[config.mk]
export PLATFORM = sky130hd
export DESIGN_NAME = board_mem_arbiter
export DESIGN_NICKNAME = d
export VERILOG_FILES = /design/src/rtl/board_mem_arbiter.sv
export SDC_FILE = /design/constraint.sdc
export NUM_CORES = 1
export LEC_CHECK = 0
export ABC_AREA = 1
export BUFFER_PORTS_ARGS = -buffer_cell sky130_fd_sc_hd__clkbuf_2
export CORE_MARGIN = 4
export CORE_UTILIZATION = 35
export DETAILED_ROUTE_END_ITERATION = 8
export MAX_ROUTING_LAYER = met4
export PLACE_DENSITY = 0.72
export SLEW_MARGIN = 20
export SYNTH_ARGS = -nofsm -noshare
export SYNTH_HDL_FRONTEND = slang
export SYNTH_SLANG_ARGS = --single-unit
[constraint.sdc]
create_clock -name clk_i -period 1.17 [get_ports clk_i]
set_input_delay 0.2925 -clock clk_i [delete_from_list [all_inputs] [get_ports clk_i]]
set_output_delay 0.2925 -clock clk_i [all_outputs]
set_load 0.02 [all_outputs]
[src/rtl/board_mem_arbiter.sv]
// Shares one single-port board RAM (on/off plane + player plane) between a board clear
// sequencer, the game FSM writer, the win-logic reader and the VGA reader.
module board_mem_arbiter #(
    parameter int NUM_COLS = 7,
    parameter int ROW_W    = 6
) (
    input  logic             clk_i,
    input  logic             rst_ni,
    input  logic             clear_req_i,
    output logic             clear_busy_o,
    output logic             clear_done_o,
    input  logic             wr_req_i,
    input  logic [2:0]       wr_addr_i,
    input  logic [ROW_W-1:0] wr_onoff_i,
    input  logic [ROW_W-1:0] wr_player_i,
    output logic             wr_ack_o,
    input  logic             lg_req_i,
    input  logic [2:0]       lg_addr_i,
    output logic             lg_gnt_o,
    output logic             lg_valid_o,
    input  logic             vga_req_i,
    input  logic [2:0]       vga_addr_i,
    output logic             vga_gnt_o,
    output logic             vga_valid_o,
    output logic [ROW_W-1:0] rd_onoff_o,
    output logic [ROW_W-1:0] rd_player_o,
    output logic [2:0]       mem_addr_o,
    output logic             mem_we_o,
    output logic [ROW_W-1:0] mem_wd_onoff_o,
    output logic [ROW_W-1:0] mem_wd_player_o,
    input  logic [ROW_W-1:0] mem_rd_onoff_i,
    input  logic [ROW_W-1:0] mem_rd_player_i
);

    typedef enum logic {
        ST_IDLE,
        ST_CLEAR
    } state_t;

    state_t     state_q, state_d;
    logic [2:0] clr_idx_q, clr_idx_d;
    logic [1:0] starve_q, starve_d;
    logic       clear_done_q, clear_done_d;
    logic       lg_valid_q, lg_valid_d;
    logic       vga_valid_q, vga_valid_d;
    logic       rd_oor_q, rd_oor_d;
    logic       vga_first;

    function automatic logic in_range(input logic [2:0] addr);
        return int'({29'd0, addr}) < NUM_COLS;
    endfunction

    assign vga_first = (starve_q == 2'd3);

    always_ff @(posedge clk_i or negedge rst_ni) begin
        if (!rst_ni) begin
            state_q      <= ST_IDLE;
            clr_idx_q    <= 3'd0;
            starve_q     <= 2'd0;
            clear_done_q <= 1'b0;
            lg_valid_q   <= 1'b0;
            vga_valid_q  <= 1'b0;
            rd_oor_q     <= 1'b0;
        end else begin
            state_q      <= state_d;
            clr_idx_q    <= clr_idx_d;
            starve_q     <= starve_d;
            clear_done_q <= clear_done_d;
            lg_valid_q   <= lg_valid_d;
            vga_valid_q  <= vga_valid_d;
            rd_oor_q     <= rd_oor_d;
        end
    end

    always_comb begin
        state_d         = state_q;
        clr_idx_d       = clr_idx_q;
        starve_d        = starve_q;
        clear_done_d    = 1'b0;
        lg_valid_d      = 1'b0;
        vga_valid_d     = 1'b0;
        rd_oor_d        = 1'b0;
        wr_ack_o        = 1'b0;
        lg_gnt_o        = 1'b0;
        vga_gnt_o       = 1'b0;
        mem_we_o        = 1'b0;
        mem_addr_o      = 3'd0;
        mem_wd_onoff_o  = '0;
        mem_wd_player_o = '0;

        // Combinational grants are held quiet while reset is asserted.
        if (rst_ni) begin
            if (state_q == ST_CLEAR) begin
                mem_we_o   = 1'b1;
                mem_addr_o = clr_idx_q;
                if (clr_idx_q == 3'(NUM_COLS - 1)) begin
                    state_d      = ST_IDLE;
                    clear_done_d = 1'b1;
                end else begin
                    clr_idx_d = clr_idx_q + 3'd1;
                end
            end else begin
                if (clear_req_i) begin
                    state_d   = ST_CLEAR;
                    clr_idx_d = 3'd0;
                end else if (wr_req_i) begin
                    wr_ack_o   = 1'b1;
                    mem_addr_o = wr_addr_i;
                    if (in_range(wr_addr_i)) begin
                        mem_we_o        = 1'b1;
                        mem_wd_onoff_o  = wr_onoff_i;
                        mem_wd_player_o = wr_player_i;
                    end
                end else if (lg_req_i && !(vga_req_i && vga_first)) begin
                    lg_gnt_o   = 1'b1;
                    mem_addr_o = lg_addr_i;
                    lg_valid_d = 1'b1;
                    rd_oor_d   = !in_range(lg_addr_i);
                end else if (vga_req_i) begin
                    vga_gnt_o   = 1'b1;
                    mem_addr_o  = vga_addr_i;
                    vga_valid_d = 1'b1;
                    rd_oor_d    = !in_range(vga_addr_i);
                end

                // A starved display request is promoted above win-logic once the count saturates.
                if (vga_gnt_o) begin
                    starve_d = 2'd0;
                end else if (vga_req_i && (starve_q != 2'd3)) begin
                    starve_d = starve_q + 2'd1;
                end
            end
        end
    end

    assign clear_busy_o = (state_q == ST_CLEAR);
    assign clear_done_o = clear_done_q;
    assign lg_valid_o   = lg_valid_q;
    assign vga_valid_o  = vga_valid_q;
    assign rd_onoff_o   = ((lg_valid_q || vga_valid_q) && !rd_oor_q) ? mem_rd_onoff_i  : '0;
    assign rd_player_o  = ((lg_valid_q || vga_valid_q) && !rd_oor_q) ? mem_rd_player_i : '0;

endmodule

==> impl_metrics.py, run 1 <==
metrics = {
    "setup_path": {
        "worstPathArrival_ns": 1.59,
        "worstPathCellList": "inv_2 > nand2_1 > nor2_1 > nand2_2 > a21oi_4 > buf_8",
        "cp.required_ns": 0.88,
        "cp.depth": 6,
        "crit_buf_inv": 2,
        "reg2regPathDepth": 9,
        "slowest_stage": "dfrtp_2",
        "endpoint_kind": "primary output",
        "crit_fanout": 4,
        "cp_top_family": "simple AND/OR/NAND/NOR gates",
        "cp-start-kind": "flip-flop",
        "critical-path-max-stage-delay_ns": 0.45,
        "critPathKind": "reg2out",
    },
    "sta": {
        "final_hold_viol_count": 0,
        "slew_headroom_pct": 64.58,
        "max_freq_mhz": 532.1,
        "fin_skew_ns": 0.006767,
        "grt_setup_unrepaired": "yes",
        "period_share_pct": 160.6,
        "final-setup-viol-count": 38,
        "period_needed_ns": 1.879,
        "slew_viol_final": 0,
        "tightest_slew_ns": 0.5296,
        "setup_ws_ns": -0.7092,
        "fin_setup_tns_ns": -15.83,
    },
    "grt": {
        "antenna_found_initial": 0,
        "grt_pass1_wl_mm": 7.127,
        "grt_overflow": 0,
        "grt_pass1_vias": 1498,
        "grt_use_total_pct": 27.91,
        "grt_max_degree": 13,
    },
    "layout": {
        "layout_common_cells": "clkbuf_2, nor2_4, buf_8",
        "stdcell_count": 282,
        "n_antenna_cell": 0,
        "drive_gt1_share_pct": 74.21,
        "final_net_count": 295,
        "post-route-util_pct": 95.30,
        "synthToLayoutAreaGrowth_pct": 156.9,
        "layout_commonest_cell": "clkbuf_2",
    },
    "clock_tree": {
        "root_buffer": "clkbuf_4",
        "clk_pin_slew_ns": 0.07,
        "clockBufferDepth": 2,
        "cts_buffers": 3,
        "cts_tree": "built",
        "insertion_delay_ns": 0.28,
        "cts_sinks": 10,
        "htreeDepth": 1,
    },
    "yosys": {
        "synth_seq_cells": 10,
        "yosysUniqueCellTypes": 23,
        "syn-cell-area_um2": 927.1,
        "ys_seq_area_share_pct": 26.99,
        "syn_inst": 147,
        "synthMuxAreaShare_pct": 0,
        "synthAdderAreaFrac_pct": 4.049,
        "synth-simple-area-share_pct": 47.77,
        "synth_fp_nets": 189,
        "synth_ff_type": "dfrtp_1",
        "synth-xor-area-share_pct": 0,
        "synth_edf_count": 0,
        "synth.avg_cell_area_um2": 6.307,
        "synth_compound_area_share_pct": 6.613,
        "yosysWarnings": 0,
        "async_flop_share_pct": 100.0,
        "synth_top_family_by_area": "simple AND/OR/NAND/NOR gates",
    },
    "floorplanning": {
        "fp.dieH_um": 59.47,
        "die-area_um2": 3537,
        "die_w_um": 59.47,
        "num_io_pins": 74,
        "fp.coreArea_um2": 2500,
        "start_util_pct": 37.09,
        "core.rowCount": 18,
    },
    "power": {
        "leakage_nw": 1.237,
        "power_density_nw_per_um2": 941.3,
        "ir_drop_mv": 1.328,
        "total_power_mw": 2.242,
    },
    "route": {
        "first_iter_violations": 80,
        "dr_total_vias": 1535,
        "ant_nets": 0,
        "firstDrtPassIters": 4,
        "drc": 0,
        "routedWlPerCell_um": 21.45,
        "vias_per_cell": 5.443,
        "wirelength_mm": 6.049,
    },
    "run_status": {
        "status": "complete, but fails checks",
        "violations": "setup timing",
    },
    "job": {
        "drv_cap": 0,
    },
    "placed_design": {
        "dp.cells": 266,
        "dp_hpwl_mm": 2.600,
        "portBuffers": 73,
        "gp_congestion": 0.8084,
    },
    "worst_hold_path": {
        "hold_class": "in2reg",
        "whs_path_depth": 3,
    },
}
## cells in the mapped netlist, types with 2 or more instances
library cell | number | share of area [%]
a21oi_1 | 6 | 3.2
buf_2 | 2 | 1.1
dfrtp_1 | 10 | 27
ha_1 | 3 | 4.0
inv_1 | 22 | 8.9
inv_2 | 3 | 1.2
nand2_1 | 29 | 12
nand2_2 | 11 | 7.4
nand3_1 | 11 | 5.9
nand4_1 | 2 | 1.3
nor2_1 | 25 | 10
nor2_2 | 10 | 6.7
o21ai_0 | 3 | 1.6
## final cells by class
| cell class | count | area (um2) |
|---|---|---|
| inverters | 26 | 110.1 |
| clock buffers | 4 | 36.28 |
| multi-input cells | 107 | 962.2 |
| repair inverters | 1 | 16.27 |
| repair buffers | 104 | 964.7 |
| flip-flops and latches | 10 | 255.2 |
| well taps | 30 | 37.54 |
| fillers | 65 | 117.6 |
## worst min-delay path: cells and delay by family
kind | cells | cell delay, ns
AOI/OAI and AO/OA | 1 | 0.07
buffers and inverters | 2 | 0.24
## logic make-up after synthesis
| kind of cell | count (synthesis) |
|---|---|
| AO/OA/AOI/OAI | 11 |
| flip-flops | 10 |
| AND/OR/NAND/NOR | 93 |
| buffers and inverters | 30 |
| adder cells (fa/ha/maj) | 3 |
## what timing repair did
action                                  4_1_cts  5_1_grt
gates cloned                                  2        0
resized for setup                            97       75
endpoints found under the setup margin       39       42
hold buffers                                  1        0
pin swaps                                     7        9
buffers inserted                              5        7
endpoints found under the hold margin        10        0
## worst paths after layout
path	start	slack, ns	to
min in group asynchronous	rst_ni	0.69	starve_q[0]$_DFFE_PN0P_
max in group asynchronous	rst_ni	0.10	clear_busy_o$_DFFE_PN0P_
worst min-delay path	rst_ni	0.36	clear_busy_o$_DFFE_PN0P_
worst min register to register	clr_idx_q[1]$_DFFE_PN0P_	0.61	clr_idx_q[1]$_DFFE_PN0P_
worst max-delay path	clear_busy_o$_DFFE_PN0P_	-0.71	mem_addr_o[2]
worst max register to register	starve_q[0]$_DFFE_PN0P_	-0.56	rd_oor_q$_DFF_PN0_
## power breakdown
group | leakage [nW] | internal [mW] | total (mW) | switching [mW]
registers | 0.124 | 0.433 | 0.562 | 0.129
clock network | 0.0210 | 0.189 | 0.331 | 0.142
logic | 1.09 | 0.681 | 1.35 | 0.668
total | 1.24 | 1.30 | 2.24 | 0.939
## layer usage
layer | vias up | part of all wire (%) | global-route usage (%) | wire length [um]
met5 | - | 0 | - | 0
met4 | 0 | 6.7 | 12.30 | 405
met3 | 42 | 8.5 | 6.318 | 514
met2 | 121 | 54 | 52.73 | 3271
met1 | 717 | 31 | 26.36 | 1858
li1 | 655 | - | - | -
## through the flow
step	setup slack [ns]	hold WS [ns]	instance area, um2
global placement	-0.3563	0.2529	1657
finish	-0.7092	0.3634	2382
floorplan	-0.2694	-0.003091	1130
global route	-0.7637	0.3642	2382
CTS	-0.6018	0.2820	2170
detailed placement	-0.3822	0.2577	1657
## registers in the layout, summed over array words and instances (netlist names)
| name | cells |
|---|---|
| lg_valid_o | 1 |
| clear_busy_o | 1 |
| rd_oor_q | 1 |
| clr_idx_q | 3 |
| vga_valid_o | 1 |
| clear_done_o | 1 |
| starve_q | 2 |
(Power assumes the default switching activity.)
==> run 2, diff against run 1 <==
--- a/config.mk
+++ b/config.mk
@@ -7,6 +7,7 @@
 export LEC_CHECK = 0
 export ABC_AREA = 1
 export BUFFER_PORTS_ARGS = -buffer_cell sky130_fd_sc_hd__clkbuf_2
+export CORE_ASPECT_RATIO = 2
 export CORE_MARGIN = 4
 export CORE_UTILIZATION = 35
 export DETAILED_ROUTE_END_ITERATION = 8
==> run 2 against run 1 <==
The flow now stops in 5_1_grt. Area after synthesis did not move. Synthesized cell count did not move.
==> impl_metrics.py, run 2 <==
metrics = {
    "floorplanning": {
        "start_util_pct": 36.54,
        "core.rowCount": 26,
        "num_io_pins": 74,
        "fp.dieH_um": 80.79,
        "die_w_um": 44.40,
    },
    "yosys": {
        "synth.avg_cell_area_um2": 6.307,
        "ys_seq_area_share_pct": 26.99,
        "syn_inst": 147,
        "ys_top_cells_by_area": "dfrtp_1, nand2_1, nor2_1, inv_1, nand2_2",
        "synth_edf_count": 0,
        "synth_fp_nets": 189,
        "yosysUniqueCellTypes": 23,
        "ys_top_cells_by_count": "nand2_1, nor2_1, inv_1",
        "post-synth-top-area-fraction_pct": 26.99,
        "yosysMostFrequentCell": "nand2_1",
        "synth_ff_type": "dfrtp_1",
        "async_flop_share_pct": 100.0,
        "synth_area_leader_cell": "dfrtp_1",
        "synth_seq_cells": 10,
        "syn-cell-area_um2": 927.1,
        "yosysWarnings": 0,
    },
    "clock_tree": {
        "root_buffer": "clkbuf_8",
        "cts_buffers": 3,
        "cts_sinks": 10,
        "clockBufferDepth": 2,
        "htreeDepth": 1,
    },
    "run_status": {
        "status": "did not finish",
        "tool.error": "[ERROR DPL-0033] detailed placement checks failed during check placement.",
        "haltStage": "5_1_grt",
    },
    "placed_design": {
        "dp_hpwl_mm": 2.743,
        "dpl_worst_slack_ns": -0.3650,
        "gp_congestion": 0.8264,
        "portBuffers": 73,
    },
    "sta": {
        "endpoint_type": "primary output",
        "crit_endpoint": "mem_addr_o[1]",
    },
    "grt": {
        "antenna_found_initial": 0,
        "grt_max_degree": 13,
    },
}
==> run 2: cells by family after synthesis <==
logic type / after synthesis / synth area share [%]
and+or+nand+nor: 93 / 47.77
buffers and inverters: 30 / 14.57
AOI/OAI and AO/OA: 11 / 6.613
DFF: 10 / 26.99
adders and majority gates: 3 / 4.049
==> run 2: metrics by stage <==
| stage | utilization (%) | instance area, um2 | cells | setup TNS (ns) |
|---|---|---|---|---|
| 3_3_place_gp | 65.78 | 1669 | 266 | -5.299 |
| 3_5_place_dp | 65.78 | 1669 | 266 | -5.618 |
| 2_1_floorplan | - | 1130 | 147 | -4.334 |
| 4_1_cts | 91.03 | 2310 | 281 | -13.62 |
==> run 2: repair_timing <==
action / 4_1_cts
gates cloned: 2
endpoints found under the hold margin: 10
setup endpoints to repair: 39
pin swaps: 11
gates resized for setup: 120
setup buffers: 9
hold buffers: 1
==> run 3, diff against run 2 <==
--- a/config.mk
+++ b/config.mk
@@ -7,12 +7,10 @@
 export LEC_CHECK = 0
 export ABC_AREA = 1
 export BUFFER_PORTS_ARGS = -buffer_cell sky130_fd_sc_hd__clkbuf_2
-export CORE_ASPECT_RATIO = 2
-export CORE_MARGIN = 4
-export CORE_UTILIZATION = 35
+export CORE_AREA = 4 4 65 67
 export DETAILED_ROUTE_END_ITERATION = 8
-export MAX_ROUTING_LAYER = met4
-export PLACE_DENSITY = 0.72
+export DIE_AREA = 0 0 69 71
+export PLACE_DENSITY_LB_ADDON = 0.15
 export SLEW_MARGIN = 20
 export SYNTH_ARGS = -nofsm -noshare
 export SYNTH_HDL_FRONTEND = slang
==> constraint.sdc (replaced) <==
create_clock -name clk_i -period 1.5 [get_ports clk_i]
set_input_delay 0.375 -clock clk_i [delete_from_list [all_inputs] [get_ports clk_i]]
set_output_delay 0.375 -clock clk_i [all_outputs]
set_load 0.02 [all_outputs]
==> run 3 against run 2 <==
The flow now finishes, with violations (setup timing).
==> impl_metrics.py, run 3 (synthesized netlist as in run 1, its figures left out) <==
metrics = {
    "run_status": {
        "status": "complete, but fails checks",
        "violations": "setup timing",
    },
    "route": {
        "ant_nets": 0,
        "firstDrtPassIters": 4,
        "dr_total_vias": 1254,
        "wirelength_mm": 3.535,
        "vias_per_cell": 4.354,
        "routedWlPerCell_um": 12.27,
        "first_iter_violations": 48,
        "drc": 0,
    },
    "floorplanning": {
        "num_io_pins": 74,
        "die-area_um2": 4899,
        "start_util_pct": 25.52,
        "die_w_um": 69,
        "fp.dieH_um": 71,
        "fp.coreArea_um2": 3633,
        "core.rowCount": 22,
    },
    "job": {
        "drv_cap": 0,
    },
    "sta": {
        "setup_ws_ns": -0.2711,
        "final-setup-viol-count": 26,
        "period_share_pct": 118.1,
        "fin_skew_ns": 0.001652,
        "fin_setup_tns_ns": -3.401,
        "tightest_slew_ns": 0.2351,
        "max_freq_mhz": 564.6,
        "holdWs_ns": 0.08330,
        "final_hold_viol_count": 0,
        "period_needed_ns": 1.771,
        "slew_headroom_pct": 84.29,
        "slew_viol_final": 0,
        "grt_setup_unrepaired": "yes",
    },
    "grt": {
        "antenna_found_initial": 0,
        "grt_pass1_vias": 1202,
        "grt_max_degree": 13,
        "grt_use_total_pct": 13.55,
        "grt_overflow": 0,
        "grt_pass1_wl_mm": 5.547,
    },
    "setup_path": {
        "critPathKind": "reg2out",
        "worstPathArrival_ns": 1.40,
        "reg2regPathDepth": 8,
        "cp-start-kind": "flip-flop",
        "cp.required_ns": 1.12,
        "endpoint_kind": "primary output",
        "crit_fanout": 4,
    },
    "clock_tree": {
        "root_buffer": "clkbuf_8",
        "insertion_delay_ns": 0.23,
        "cts_sinks": 10,
        "clk_pin_slew_ns": 0.05,
        "cts_tree": "built",
        "htreeDepth": 1,
        "clockBufferDepth": 2,
        "cts_hold_repair.buffers": 0,
        "cts_buffers": 3,
    },
    "layout": {
        "top_regs": "clr_idx_q: 3 flops, starve_q: 2 flops",
        "largest-register": "clr_idx_q",
        "n_antenna_cell": 0,
        "synthToLayoutAreaGrowth_pct": 122.3,
        "layout_commonest_cell": "clkbuf_2",
        "drive_gt1_share_pct": 65.42,
        "post-route-util_pct": 56.71,
        "largest_reg_flops": 3,
        "layout_common_cells": "clkbuf_2, nand2_1, inv_1",
        "final_net_count": 283,
    },
    "power": {
        "power_density_nw_per_um2": 699.3,
        "total_power_mw": 1.441,
        "leakage_nw": 1.140,
        "ir_drop_mv": 0.7500,
    },
    "worst_hold_path": {
        "hold_class": "in2async",
    },
    "placed_design": {
        "dpl_worst_slack_ns": -0.1596,
        "portBuffers": 73,
        "gp_congestion": 0.7991,
        "dp_hpwl_mm": 2.604,
    },
}
[run 3: area by class of cell]
cell class	count	area (um2)
Sequential cell	10	254.0
Clock buffer	4	55.05
Timing Repair inverter	1	16.27
Multi-Input combinational cell	108	832.0
Timing Repair Buffer	91	733.2
Inverter	26	110.1
Fill cell	345	1573
Tap cell	48	60.06
[run 3: routing by layer]
metal | wire [um] | vias to the layer above | track usage (%)
met1 | 1376 | 554 | 16.04
met3 | 290 | 2 | 4.972
met5 | 0 | - | 0
met4 | 12 | 0 | 1.952
met2 | 1854 | 62 | 23.94
li1 | - | 636 | -
[run 3: path summary, 6_finish.rpt]
| path | from | to | slack [ns] |
|---|---|---|---|
| worst max-delay path | starve_q[0]$_DFFE_PN0P_ | mem_addr_o[1] | -0.27 |
| worst min register to register | starve_q[1]$_DFFE_PN0P_ | starve_q[1]$_DFFE_PN0P_ | 0.54 |
| max in group asynchronous | rst_ni | lg_valid_o$_DFF_PN0_ | 1.25 |
| min in group clk_i | vga_addr_i[2] | rd_oor_q$_DFF_PN0_ | 0.42 |
| worst min-delay path | rst_ni | clr_idx_q[1]$_DFFE_PN0P_ | 0.08 |
| worst max register to register | starve_q[0]$_DFFE_PN0P_ | rd_oor_q$_DFF_PN0_ | 0.18 |
[run 3: what timing repair did]
item / 4_1_cts / 5_1_grt
setup endpoints to repair: 31 / 31
pin swaps: 9 / 10
gates resized for setup: 65 / 64
buffers inserted: 3 / 2
gates cloned: 2 / 0
[run 3: stage by stage]
stage                     cell area [um2]  std cells
after detailed placement             1528        277
after floorplan                      1033        147
after global placement               1528        277
final                                2061        288
after CTS                            1908        286
after global routing                 2061        288
[run 3: worst max-delay path, cell delays in order (launching register included)]
cell and delay (ns):
dfrtp_1 0.41, ha_4 0.18, nand2_4 0.07, nand3_1 0.08
nand3_2 0.09, nand2_2 0.07, a21oi_4 0.13, buf_8 0.12
[run 3: power breakdown]
part | internal (mW) | switching, mW | total, mW
combinational | 0.348 | 0.347 | 0.695
clock | 0.231 | 0.105 | 0.336
sequential | 0.337 | 0.0730 | 0.410
